--- src/rtl/rom_rr_port.sv ---
// Read-only memory shared by CHANNELS requesters through a round-robin arbiter.
// Define ROM_RR_PORT_OUTREG_EN to add an output register stage (latency 2 instead of 1).
module rom_rr_port #(
    parameter int WIDTH    = 30,
    parameter int DEPTH    = 21,
    parameter int CHANNELS = 2,
    parameter     INIT_F   = "",
    localparam int ADDRW   = (DEPTH > 1) ? $clog2(DEPTH) : 1
) (
    input  logic                      clk,
    input  logic                      rst_n,
    input  logic [CHANNELS-1:0]       req_valid,
    input  logic [CHANNELS*ADDRW-1:0] req_addr,
    output logic [CHANNELS-1:0]       req_ready,
    output logic [CHANNELS-1:0]       rsp_valid,
    output logic [ADDRW-1:0]          rsp_addr,
    output logic [WIDTH-1:0]          rsp_data,
    output logic                      rsp_oob
);

    localparam int PTRW = (CHANNELS > 1) ? $clog2(CHANNELS) : 1;
    localparam logic [ADDRW:0] DEPTH_W = (ADDRW+1)'(DEPTH);
    localparam logic [PTRW:0]  CH_W    = (PTRW+1)'(CHANNELS);

    (* rom_style = "block" *) logic [WIDTH-1:0] mem [DEPTH];

    logic [PTRW-1:0]       rr_ptr;
    logic [PTRW-1:0]       nxt_ptr;
    logic [2*CHANNELS-1:0] dbl;
    logic [CHANNELS-1:0]   rot;
    logic [CHANNELS-1:0]   grant;
    logic [PTRW:0]         sum;
    logic [PTRW:0]         inc;
    logic [PTRW-1:0]       gnt_idx;
    logic                  found;
    logic [ADDRW-1:0]      sel_addr;
    logic                  sel_oob;
    logic [WIDTH-1:0]      rd_data;

    // Rotate the request vector so the search always starts at bit 0.
    always_comb begin
        dbl     = {req_valid, req_valid} >> rr_ptr;
        rot     = dbl[CHANNELS-1:0];
        found   = 1'b0;
        gnt_idx = '0;
        sum     = '0;
        for (int i = 0; i < CHANNELS; i++) begin
            if (!found && rot[i]) begin
                found = 1'b1;
                sum   = {1'b0, rr_ptr} + (PTRW+1)'(i);
                if (sum >= CH_W) sum = sum - CH_W;
                gnt_idx = sum[PTRW-1:0];
            end
        end
        grant = '0;
        for (int k = 0; k < CHANNELS; k++) begin
            grant[k] = found && rst_n && (gnt_idx == PTRW'(k));
        end
        inc = {1'b0, gnt_idx} + 1'b1;
        if (inc >= CH_W) inc = '0;
        nxt_ptr = inc[PTRW-1:0];
    end

    always_comb begin
        sel_addr = '0;
        for (int k = 0; k < CHANNELS; k++) begin
            if (grant[k]) sel_addr = req_addr[k*ADDRW +: ADDRW];
        end
        sel_oob = ({1'b0, sel_addr} >= DEPTH_W);
        rd_data = sel_oob ? '0 : mem[sel_addr];
    end

    assign req_ready = grant;

    logic [CHANNELS-1:0] s1_valid;
    logic [ADDRW-1:0]    s1_addr;
    logic [WIDTH-1:0]    s1_data;
    logic                s1_oob;

    always_ff @(posedge clk or negedge rst_n) begin
        if (!rst_n) begin
            rr_ptr   <= '0;
            s1_valid <= '0;
            s1_addr  <= '0;
            s1_data  <= '0;
            s1_oob   <= 1'b0;
        end else begin
            s1_valid <= grant;
            if (|grant) begin
                rr_ptr  <= nxt_ptr;
                s1_addr <= sel_addr;
                s1_data <= rd_data;
                s1_oob  <= sel_oob;
            end
        end
    end

`ifdef ROM_RR_PORT_OUTREG_EN
    logic [CHANNELS-1:0] o_valid;
    logic [ADDRW-1:0]    o_addr;
    logic [WIDTH-1:0]    o_data;
    logic                o_oob;

    always_ff @(posedge clk or negedge rst_n) begin
        if (!rst_n) begin
            o_valid <= '0;
            o_addr  <= '0;
            o_data  <= '0;
            o_oob   <= 1'b0;
        end else begin
            o_valid <= s1_valid;
            if (|s1_valid) begin
                o_addr <= s1_addr;
                o_data <= s1_data;
                o_oob  <= s1_oob;
            end
        end
    end

    assign rsp_valid = o_valid;
    assign rsp_addr  = o_addr;
    assign rsp_data  = o_data;
    assign rsp_oob   = o_oob;
`else
    assign rsp_valid = s1_valid;
    assign rsp_addr  = s1_addr;
    assign rsp_data  = s1_data;
    assign rsp_oob   = s1_oob;
`endif

endmodule

--- config.mk ---
export PLATFORM = sky130hd
export DESIGN_NAME = rom_rr_port
export DESIGN_NICKNAME = d
export VERILOG_FILES = /design/src/rtl/rom_rr_port.sv
export SDC_FILE = /design/constraint.sdc
export NUM_CORES = 1
export LEC_CHECK = 0
export BUFFER_PORTS_ARGS = -buffer_cell sky130_fd_sc_hd__buf_2
export CORE_UTILIZATION = 41
export DETAILED_ROUTE_END_ITERATION = 16
export PLACE_DENSITY = 0.8
export SETUP_SLACK_MARGIN = 0.4
export SLEW_MARGIN = 20
export SYNTH_ARGS = -nofsm -noshare
export SYNTH_HDL_FRONTEND = slang
export SYNTH_SLANG_ARGS = --single-unit
--- constraint.sdc ---
create_clock -name clk -period 1.84 [get_ports clk]
set_input_delay 0.276 -clock clk [delete_from_list [all_inputs] [get_ports clk]]
set_output_delay 0.276 -clock clk [all_outputs]
set_load 0.005 [all_outputs]
==> run_results.csv <==
group,metric,value,unit
run,max_cap_viol_count,0,
cts,clock-root-buffer,"clkbuf_4",
timing,max_clock_freq,709,MHz
layout,final_cell_area,797,um2
yosys,synth_largest_area_cell,"buf_4",
floorplanning,boundaryPins,54,
layout,mostFrequentLayoutCells,"conb_1, buf_2, dfrtp_1",
floorplanning,core_footprint,0.00152,mm2
pwr,post-layout-total-power,565,uW
timing,worst-slew-pin-transition,0.682,ns
cts,cts_made_buffers,3,
global_route,grt_start_max_net_pins,15,
timing,worst_hold_slack,0.333,ns
timing,finalCriticalPeriod,1.41,ns
placed_design,postPlaceCellArea,692,um2
pwr,pwr_density_cell,709,mW/mm2
worst_setup_path,setup.worst_path.start_class,"flip-flop",
route,route.antenna.remaining_nets,0,
yosys,synthSimpleGateAreaFrac,8.67,%
pwr,netSwitchingPower,168,uW
cts,worstSkewPairLatency,0.26,ns
global_route,grt_overflow_total,0,
pwr,power.clock.fraction,26.6,%
global_route,grt_first_pass_wirelength,1990,um
floorplanning,die_width,42.7,um
yosys,synthXorXnorAreaFrac,0,%
cts,cts_max_path_buffers,2,
yosys,netlist_area,678,um2
timing,final-max-slew-violation-count,0,
yosys,seq_area_frac_synth,33.2,%
global_route,antenna_found_initial,0,
layout,register_area,226,um2
yosys,synth_cell_type_count,26,
pwr,leakagePower,0.453,nW
yosys,ys.warnings.count,0,
pwr,cell_internal_pwr,397,uW
yosys,synthAdderAreaFrac,0,%
timing,max-slew-margin-rel,54.1,%
timing,timing.final.setup_violations,0,
hold_path,worstHoldPathType,"in -> reg",
yosys,synth_cells,73,
global_route,grt_use_total,15.1,%
yosys,synthTopCellsByArea,"buf_4, dfrtp_1, a22o_1",
worst_setup_path,timing_worst_setup_path_type,"reg -> out",
pwr,power_frac_comb,30.3,%
layout,num-fill-cells,159,
layout,final_common_cell,"conb_1",
yosys,yosysTopAreaCellShare,33.2,%
run_status,outcome,"completed",
placed_design,detailed_placement_hpwl,930,um
route,wire_per_inst,10.6,um
floorplanning,die_h,42.7,um
layout,fin_cells,119,
yosys,synth.ff_latch_count,9,
cts,worst_setup_hold_path_clk_slew,0.06,ns
global_route,grt_pass1_vias,478,
worst_setup_path,cp.arrival,1.13,ns
layout,nNetsFinal,118,
worst_setup_path,timing.critical_path.to_type,"primary output",
route,drc_errors,0,
yosys,main_combinational_cell_family_by_area_after_synthesis,"buffers and inverters",
timing,rsz0062_at_grt,"true",
yosys,synth_compound_area_share,23.1,%
placed_design,place.port_buffers,23,
cts,cts.sinks,9,
route,drt-vias-per-instance,4.55,
layout,num_antenna_cells,0,
floorplanning,design.die.area,0.00182,mm2
worst_setup_path,worstPathMaxFanout,3,
layout,postLayoutCoreUtil,52.3,%
placed_design,placement.setup.worst_slack,0.417,ns
pwr,switching_share,29.7,%
layout,layout-area-overhead-vs-synth,17.5,%
route,detail_route.wirelength,1270,um
route,routed-via-count,541,
route,drt_iter0_markers,7,
timing,timing.clock.skew,0.00887,ns
worst_setup_path,critPathRequiredTime,1.56,ns
cts,cts.htree.levels,1,
pwr,peakVddDrop,0.275,mV
timing,timing.final.ws_setup,0.430,ns
layout,multi_input_area,353,um2
yosys,portion_of_netlist_area_occupied_by_mux_cells,0,%
yosys,synth.avg_cell_area,9.29,um2
floorplanning,std_cell_rows,14,
timing,setup_total_negative_slack,0,ns
timing,timing.final.hold_violations,0,
cts,clock_tree_from_tritoncts,"done",
layout,post_route_cells_drive_above_1_share,38.8,%
placed_design,last_weighted_congestion_value_of_the_routability_driven_placer,0.735,
timing,final_critical_path_share_of_the_clock_period,76.6,%
placed_design,numPlacedInstances,110,
route,detailedRoute.firstPassIterationCount,4,
pwr,relative_contribution_of_sequential_cells_to_total_power,43.1,%
floorplanning,initial_utilization,44.5,%
## flip-flops by register name, indices dropped and copies added (netlist names)
| name | flops |
|---|---|
| rr_ptr | 1 |
| rsp_addr | 5 |
| rsp_valid | 2 |
| rsp_oob | 1 |
## critical path: stages, from the launching register on
cell      delay, ns
dfrtp_2        0.43
nand2b_4       0.15
and3_4         0.18
buf_6          0.11
## cell families after synthesis
logic type,after synthesis
other cells,1
simple gates,12
flops,9
compound gates,19
buf+inv,32
## metal layers
metal,global-route usage [%],up-vias,share of wire [%]
met5,0,-,0
met4,5.00,0,0.32
met3,7.66,2,10
met2,25.8,37,55
li1,-,254,-
met1,15.9,248,34
## worst paths after layout
kind	depth (start not counted)	end	slack, ns	from
worst max-delay path	3	req_ready[1]	0.43	rr_ptr$_DFFE_PN0P_
min in group asynchronous	2	rsp_valid[1]$_DFF_PN0_	0.65	rst_n
max in group asynchronous	2	rr_ptr$_DFFE_PN0P_	0.87	rst_n
worst max register to register	5	rsp_oob$_DFFE_PN0P_	0.47	rr_ptr$_DFFE_PN0P_
worst min register to register	1	rsp_addr[2]$_DFFE_PN0P_	0.49	rsp_addr[2]$_DFFE_PN0P_
worst min-delay path	2	rr_ptr$_DFFE_PN0P_	0.33	req_valid[1]
## timing repair
action,4_1_cts,5_1_grt
setup endpoints to repair,2,3
hold buffers,1,0
gates resized for setup,5,3
pin swaps,1,2
endpoints found under the hold margin,9,0
setup buffers,2,2
## synth_stat cells, drive strengths merged
master   n
nor2b    1
inv      1
a21bo    2
nand2    7
o32ai    2
dfrtp    9
and3     1
a31oi    1
and2     1
o211ai   1
a32oi    1
a21oi    1
o21ai    3
buf     31
a22o     4
nor2     1
a21boi   1
nand2b   1
a21o     2
conb     1
a32o     1
## power groups by stage
stage / registers, mW / logic (mW) / clock network, mW
final: 0.244 / 0.172 / 0.150
after global routing: 0.246 / 0.192 / 0.170
after CTS: 0.243 / 0.159 / 0.157
after detailed placement: 0.247 / 0.135 / 0
after global placement: 0.246 / 0.131 / 0
after floorplan: 0.246 / 0.122 / 0
## final cells by class
| class | instances | area share (%) |
|---|---|---|
| inverters | 1 | 0.471 |
| well taps | 16 | 2.51 |
| multi-input cells | 61 | 44.3 |
| flip-flops and latches | 9 | 28.4 |
| repair buffers | 28 | 21.0 |
| clock buffers | 4 | 3.30 |
Power figures use the tool's default switching activity.
